$ cat src/rtl/mux16_serial_ctrl.sv
`default_nettype none
// +----------------------------------------------------------------------------+
// | Module : mux16_serial_ctrl                                                 |
// | Loads a 16-bit word onto a 16:1 mux and walks the select, streaming mux_o  |
// | out as a framed serial bit stream. MUX16_SERIAL_PARITY_EN adds a 17th bit. |
// | Revision: 1.0                                                              |
// +----------------------------------------------------------------------------+
module mux16_serial_ctrl #(
    parameter bit          MSB_FIRST  = 1'b0,
    parameter int unsigned GAP_CYCLES = 0
) (
    input  logic        clk,
    input  logic        rst_n,
    input  logic        in_valid,
    output logic        in_ready,
    input  logic [15:0] in_data,
    output logic [15:0] mux_i,
    output logic [3:0]  mux_s,
    input  logic        mux_o,
    output logic        out_valid,
    input  logic        out_ready,
    output logic        out_bit,
    output logic        out_first,
    output logic        out_last,
    output logic        busy
);

    localparam logic [3:0] c_START_IDX = MSB_FIRST ? 4'd15 : 4'd0;
    localparam logic [3:0] c_END_IDX   = MSB_FIRST ? 4'd0  : 4'd15;
    localparam bit         c_HAS_GAP   = (GAP_CYCLES > 0);
    localparam logic [3:0] c_GAP_LOAD  = c_HAS_GAP ? 4'(GAP_CYCLES - 1) : 4'd0;
`ifdef MUX16_SERIAL_PARITY_EN
    localparam bit         c_LAST_IN_SEND = 1'b0;
`else
    localparam bit         c_LAST_IN_SEND = 1'b1;
`endif

    typedef enum logic [1:0] {
        ST_IDLE = 2'd0,
        ST_SEND = 2'd1,
        ST_GAP  = 2'd2
`ifdef MUX16_SERIAL_PARITY_EN
        ,
        ST_PAR  = 2'd3
`endif
    } state_t;

    state_t      state_q;
    logic [15:0] mux_i_q;
    logic [3:0]  mux_s_q;
    logic [3:0]  mux_s_d;
    logic [3:0]  gap_q;
    logic        in_ready_q;
    logic        out_valid_q;
    logic        out_first_q;
    logic        out_last_q;
    logic        busy_q;
    logic        w_at_end;
    logic        w_finish;
`ifdef MUX16_SERIAL_PARITY_EN
    logic        par_q;
`endif

    assign mux_s_d  = MSB_FIRST ? (mux_s_q - 4'd1) : (mux_s_q + 4'd1);
    assign w_at_end = (mux_s_q == c_END_IDX);

    // Final transfer of a frame: the end-index bit, or the parity bit when enabled.
`ifdef MUX16_SERIAL_PARITY_EN
    assign w_finish = out_ready && (state_q == ST_PAR);
    assign out_bit  = (state_q == ST_PAR) ? par_q : mux_o;
`else
    assign w_finish = out_ready && (state_q == ST_SEND) && w_at_end;
    assign out_bit  = mux_o;
`endif

    always_ff @(posedge clk or negedge rst_n) begin
        if (!rst_n) begin
            state_q     <= ST_IDLE;
            mux_i_q     <= 16'd0;
            mux_s_q     <= 4'd0;
            gap_q       <= 4'd0;
            in_ready_q  <= 1'b1;
            out_valid_q <= 1'b0;
            out_first_q <= 1'b0;
            out_last_q  <= 1'b0;
            busy_q      <= 1'b0;
`ifdef MUX16_SERIAL_PARITY_EN
            par_q       <= 1'b0;
`endif
        end else begin
            case (state_q)
                ST_IDLE: begin
                    if (in_valid && in_ready_q) begin
                        mux_i_q     <= in_data;
                        mux_s_q     <= c_START_IDX;
                        state_q     <= ST_SEND;
                        in_ready_q  <= 1'b0;
                        out_valid_q <= 1'b1;
                        out_first_q <= 1'b1;
                        out_last_q  <= 1'b0;
                        busy_q      <= 1'b1;
`ifdef MUX16_SERIAL_PARITY_EN
                        par_q       <= ^in_data;
`endif
                    end
                end
                ST_SEND: begin
                    if (out_ready) begin
                        if (!w_at_end) begin
                            mux_s_q     <= mux_s_d;
                            out_first_q <= 1'b0;
                            out_last_q  <= c_LAST_IN_SEND && (mux_s_d == c_END_IDX);
                        end
`ifdef MUX16_SERIAL_PARITY_EN
                        else begin
                            state_q     <= ST_PAR;
                            out_first_q <= 1'b0;
                            out_last_q  <= 1'b1;
                        end
`endif
                    end
                end
                ST_GAP: begin
                    if (gap_q == 4'd0) begin
                        state_q    <= ST_IDLE;
                        in_ready_q <= 1'b1;
                        busy_q     <= 1'b0;
                    end else begin
                        gap_q <= gap_q - 4'd1;
                    end
                end
                default: begin
                    // ST_PAR only waits; its exit is handled by w_finish below.
                end
            endcase

            if (w_finish) begin
                out_valid_q <= 1'b0;
                out_first_q <= 1'b0;
                out_last_q  <= 1'b0;
                if (c_HAS_GAP) begin
                    state_q <= ST_GAP;
                    gap_q   <= c_GAP_LOAD;
                end else begin
                    state_q    <= ST_IDLE;
                    in_ready_q <= 1'b1;
                    busy_q     <= 1'b0;
                end
            end
        end
    end

    assign in_ready  = in_ready_q;
    assign mux_i     = mux_i_q;
    assign mux_s     = mux_s_q;
    assign out_valid = out_valid_q;
    assign out_first = out_first_q;
    assign out_last  = out_last_q;
    assign busy      = busy_q;

endmodule
`default_nettype wire

$ cat config.mk
export PLATFORM = sky130hd
export DESIGN_NAME = mux16_serial_ctrl
export DESIGN_NICKNAME = d
export VERILOG_FILES = /design/src/rtl/mux16_serial_ctrl.sv
export SDC_FILE = /design/constraint.sdc
export NUM_CORES = 1
export LEC_CHECK = 0
export ABC_AREA = 0
export BUFFER_PORTS_ARGS = -buffer_cell sky130_fd_sc_hd__buf_2
export CELL_PAD_IN_SITES_DETAIL_PLACEMENT = 0
export CELL_PAD_IN_SITES_GLOBAL_PLACEMENT = 2
export CORE_UTILIZATION = 30
export CTS_CLUSTER_DIAMETER = 30
export CTS_CLUSTER_SIZE = 12
export DETAILED_ROUTE_END_ITERATION = 7
export HOLD_SLACK_MARGIN = 0.06
export PLACE_DENSITY_LB_ADDON = 0.3
export SLEW_MARGIN = 20
export SYNTH_ARGS = -nofsm -noshare
export SYNTH_HDL_FRONTEND = slang
export SYNTH_SLANG_ARGS = --single-unit
$ cat constraint.sdc
create_clock -name clk -period 1.5 [get_ports clk]
set_input_delay 0.3 -clock clk [delete_from_list [all_inputs] [get_ports clk]]
set_output_delay 0.3 -clock clk [all_outputs]
set_load 0.01 [all_outputs]
**After elaboration in Yosys (flattened, before gate mapping)**

Cells that the tools add are included.

- Word-level logic and storage cells: 65
- Register bits after elaboration: 31
- Output and inout bits: 26

- Mux-type cells: 26
- Bitwise logic cells: 1
- Add/subtract/negate cells: 2
- Eq/ne operators: 11
- Reductions and logical operators: 16

Operator list:

| kind | number |
|---|---|
| $mux 1 | 14 |
| $mux 4 | 3 |
| $ne 3x3->1 const B | 4 |
| $eq 4x4->1 const B | 2 |
| $pmux 1 s2 | 4 |
| $pmux 4 s2 | 1 |
| $reduce_and 4->1 | 2 |
| $mux 2 | 3 |
| $ne 2x2->1 const B | 3 |
| $reduce_and 2->1 | 3 |
| $reduce_bool 2->1 | 3 |
| $reduce_bool 3->1 | 2 |
| $add 4x1->4 const B | 1 |
| $logic_not 4->1 | 1 |
| $pmux 2 s2 | 1 |
| $sub 4x1->4 const B | 1 |
| $logic_and 1x1->1 | 3 |
| $reduce_and 3->1 | 1 |
| $eq 2x1->1 const B | 1 |
| $eq 2x2->1 const B | 1 |
| $logic_not 2->1 | 1 |
| $not 1->1 | 1 |

**Logic depth before layout (Yosys ltp)**

- Depth in word-level cells: 6
- Depth in mapped cells: 5
- Depth with buffers taken out: 4

**Least setup slack after synthesis**

No wires, ideal clock.

- Kind: register -> register
- From: register mux_s_q[0], in the netlist mux_s[0]
- To: register mux_s_q[3], in the netlist mux_s[3]
- Slack: 0.161 ns
- Stages on the path, launching flop included: 5
- Arrival time: 1.218 ns
- Period minus slack after synthesis: 1.339 ns
- Buffers on the path: 0
- Cells stage by stage: dfrtp_1 > ha_1 > nand3_1 > nand3_1 > a32o_1

- Word-level cells in the longest chain between the ends: 4
- Elaborated cells between the ends (all ways): 7
- Those cells by class: add/sub (1); eq/ne (2); mux (3); reduce/logical (1)

RTL lines:

| what | line | source |
|---|---|---|
| start: declaration | 50 | `logic [3:0] mux_s_q;` |
| start signal: assignment | 95 | `mux_s_q <= c_START_IDX;` |
| start signal: assignment | 110 | `mux_s_q <= mux_s_d;` |
| $add 4x1->4 | 64 | `assign mux_s_d = MSB_FIRST ? (mux_s_q - 4'd1) : (mux_s_q + 4'd1);` |
| $mux 4 | 109 | `if (!w_at_end) begin` |
| $mux 4 | 108 | `if (out_ready) begin` |
| $pmux 4 s2 | 91 | `case (state_q)` |

Several ways; a longest one is shown, not always the timed one. The select of a mux whose other input is x is not followed.
A chain may end at the register's enable or synchronous reset.

**Final worst setup path**

Ends and elaborated chain as after synthesis.

==> metrics.md <==
| Metric | Value |
|---|---|
| CTS max path bufs | `2` |
| PwrDens | `~770 nW/um^2` |
| Average cell area after synthesis | `14.0 um^2` |
| Worst Setup Path Type | `flip-flop to flip-flop` |
| Worst hold path cell count | `2` |
| Worst path arrival time | `1560 ps` |
| Highest Clock Rate | `slightly above 700 MHz` |
| Commonest non-fill, non-tap cell in the layout | `buf_2` |
| Clk_skew | `1.85 ps` |
| Share of cells above drive strength 1 | `0.550` |
| Iteration-0 DRC Markers | `18` |
| Tcrit/Tclk final | `0.929` |
| Place WS | `102 ps` |
| Sum Neg Setup Slack | `0 ps` |
| Setup repair after global routing missed its margin | `false` |
| Worst hold path class | `input pin to flip-flop` |
| Sequential group share of total power | `0.602` |
| Final #Nets | `153` |
| Final hold vios | `0` |
| # DRC | `0` |
| Clock latency on the worst-skew pair | `270 ps` |
| First-pass GRT wire length | `between 3000 and 4000 um` |
| # IOs | `47` |
| Fin. max-slew vios | `0` |
| Vias in the first global route | `788` |
| Netlist area before placement | `1140 um^2` |
| Die area | `~4000 um^2` |
| Routed Wire Length | `2200 um` |
| Syn_nets | `104` |
| Routed Antenna Nets | `0` |
| Most frequent cells in the layout | `buf_2 (44), dfrtp_1 (24), mux2_4 (12)` |
| HPWL after DPL | `1630 um` |
| Gr usage total | `0.118` |
| Cell variety after synth | `22` |
| Die Span Y | `about 64 um` |
| R2R Setup Slk | `between 100 and 150 ps` |
| GR Overflow Total | `0` |
| Detailed-route via count | `about 770` |
| H-tree depth | `1` |
| Slew margin rel. | `0.625` |
| Final setup viols | `0` |
| Switching Fraction | `0.213` |
| Core region area | `~3700 um^2` |
| Largest net degree at the start of global routing | `26` |
| Hold Path End | `mux_i[8]$_DFFE_PN0P_` |
| Area Overhead vs Synth | `27.9%` |
| Routed WL per cell | `12.4 um` |
| Synthesized flop and latch total | `25` |
| Status | `finished clean` |
| Number of buffers added on ports | `44` |
| GPL Wtd Cong | `0.752` |
| Initial Util | `0.311` |
| Rows | `22` |
| Die Wd | `between 60 and 70 um` |
| DR vias/cell | `4.34` |
| Fin crit period | `1390 ps` |
| Number of diodes | `0` |
| Worst setup margin | `107 ps` |
| CP startpoint kind | `flip-flop` |
| Pleak | `~0.86 nW` |
| Net Sw Power | `0.238 mW` |
| Hold_sp | `in_data[8]` |
| CTS tree | `yes` |
| Initial antenna violation count | `0` |
| Int Pwr | `0.880 mW` |
| Critical path required time | `1660 ps` |
| Max Cap Viol | `0` |
| Worst-Margin Slew | `562 ps` |
| Clock root buffer master | `clkbuf_8` |
| Critical path peak fanout | `6` |
| Clk pin slew, worst setup/hold paths | `approximately 90 ps` |
| Part of the Yosys area used for sequential elements | `0.551` |
| Clock sink total | `25` |
| Worst R2R Start | `mux_s[0]$_DFFE_PN0P_` |
| R2R Path End | `mux_s[3]$_DFFE_PN0P_` |
| CTS buffer count | `3` |
| Combinational share of power | `0.039` |
| Post-Syn Instances | `81` |
| DRT Pass-1 Iters | `4` |
| Crit end category | `flip-flop` |
| YS warnings | `0` |
| Peak supply drop | `about 0.3 mV` |
| Clock power frac | `0.359` |
| Number of post-CTS setup repair buffers | `0` |
| R2R cell count | `4` |
==> sequential cells by signal, indices dropped and copies added, names as in the netlist <==
signal	flops
mux_i	16
mux_s	4
busy	1
in_ready	1
out_first	1
out_last	1
out_valid	1
==> worst max-delay path by stage <==
stage                                     from                    to  slack [ps]  cells past startpoint
after detailed placement  mux_s[0]$_DFFE_PN0P_  mux_s[3]$_DFFE_PN0P_         100                      4
after global routing      mux_s[0]$_DFFE_PN0P_  mux_s[3]$_DFFE_PN0P_          10                      4
after global placement    mux_s[0]$_DFFE_PN0P_  mux_s[3]$_DFFE_PN0P_         150                      4
after floorplan           mux_s[0]$_DFFE_PN0P_  mux_s[3]$_DFFE_PN0P_         160                      4
final                     mux_s[0]$_DFFE_PN0P_  mux_s[3]$_DFFE_PN0P_         110                      4
after CTS                 mux_s[0]$_DFFE_PN0P_  mux_s[3]$_DFFE_PN0P_          90                      4
==> Yosys cell counts, drive strengths merged <==
library cell	n	area (um^2)
mux2	17	236
o21ai	4	20.0
nand3	4	25.0
mux2i	2	20.0
ha	2	25.0
and2b	1	7.51
xor2	2	17.5
nand2	6	22.5
buf	4	41.3
nand4	2	12.5
dfstp	1	26.3
o2bb2ai	1	8.76
inv	5	18.8
a21oi	2	10.0
nand3b	2	27.5
dfrtp	24	601
a21boi	1	7.51
a32o	1	10.0
==> final cells by class <==
class,count,area [um^2]
clock buffer,3,41.3
clock inverter,1,5.00
fill,368,2210
inverter,5,18.8
multi-input combinational,47,450
sequential,25,627
tap,48,60.1
timing repair buffer,48,253
==> critical path, stage by stage (launching register included) <==
cell and delay, ps:
dfrtp_1 450, ha_1 280, nand3_1 110, nand3_1 160, a32o_1 300
==> what timing repair did <==
action                                  in CTS  in global routing
endpoints found under the hold margin       24                  0
resized for setup                            0                  0
endpoints found under the setup margin       0                  0
hold buffers                                 1                  0
==> per-layer routing <==
| layer | share of wire | vias to the layer above | track usage |
|---|---|---|---|
| li1 | - | 373 | - |
| met1 | 0.46 | 362 | 0.154 |
| met2 | 0.45 | 27 | 0.177 |
| met3 | 0.059 | 6 | 0.0290 |
| met4 | 0.026 | 0 | 0.0625 |
| met5 | 0 | - | 0 |
==> power by group through the flow <==
| stage | clock (mW) | combinational (mW) | sequential [mW] |
|---|---|---|---|
| 2_1_floorplan | 0 | 0.00506 | 0.687 |
| 3_3_place_gp | 0 | 0.0418 | 0.687 |
| 3_5_place_dp | 0 | 0.0435 | 0.687 |
| 4_1_cts | 0.422 | 0.0455 | 0.673 |
| 5_1_grt | 0.448 | 0.0491 | 0.674 |
| 6_report | 0.401 | 0.0435 | 0.673 |
==> through the flow <==
stage          utilization  power [mW]  instance area (um^2)  std cells  hold WS, ps
3_3_place_gp         0.382       0.729                  1400        172          320
3_5_place_dp         0.382       0.730                  1400        172          328
6_report             0.397        1.12                  1460        177          256
5_1_grt              0.397        1.17                  1460        177          250
2_1_floorplan            -       0.692                  1140         81         4.41
4_1_cts              0.397        1.14                  1460        177          246
==> cell families (layout without fill, tap and decap cells) <==
logic type,count (synthesis),in the layout,share of synthesized area
buf+inv,9,57,0.0528
fa+ha+maj,2,2,0.0220
xor+xnor,2,2,0.0154
mux,19,19,0.226
simple gates,15,15,0.0836
compound gates,9,9,0.0495
flops,25,25,0.551
No activity file was read; power rests on OpenSTA's default activity.
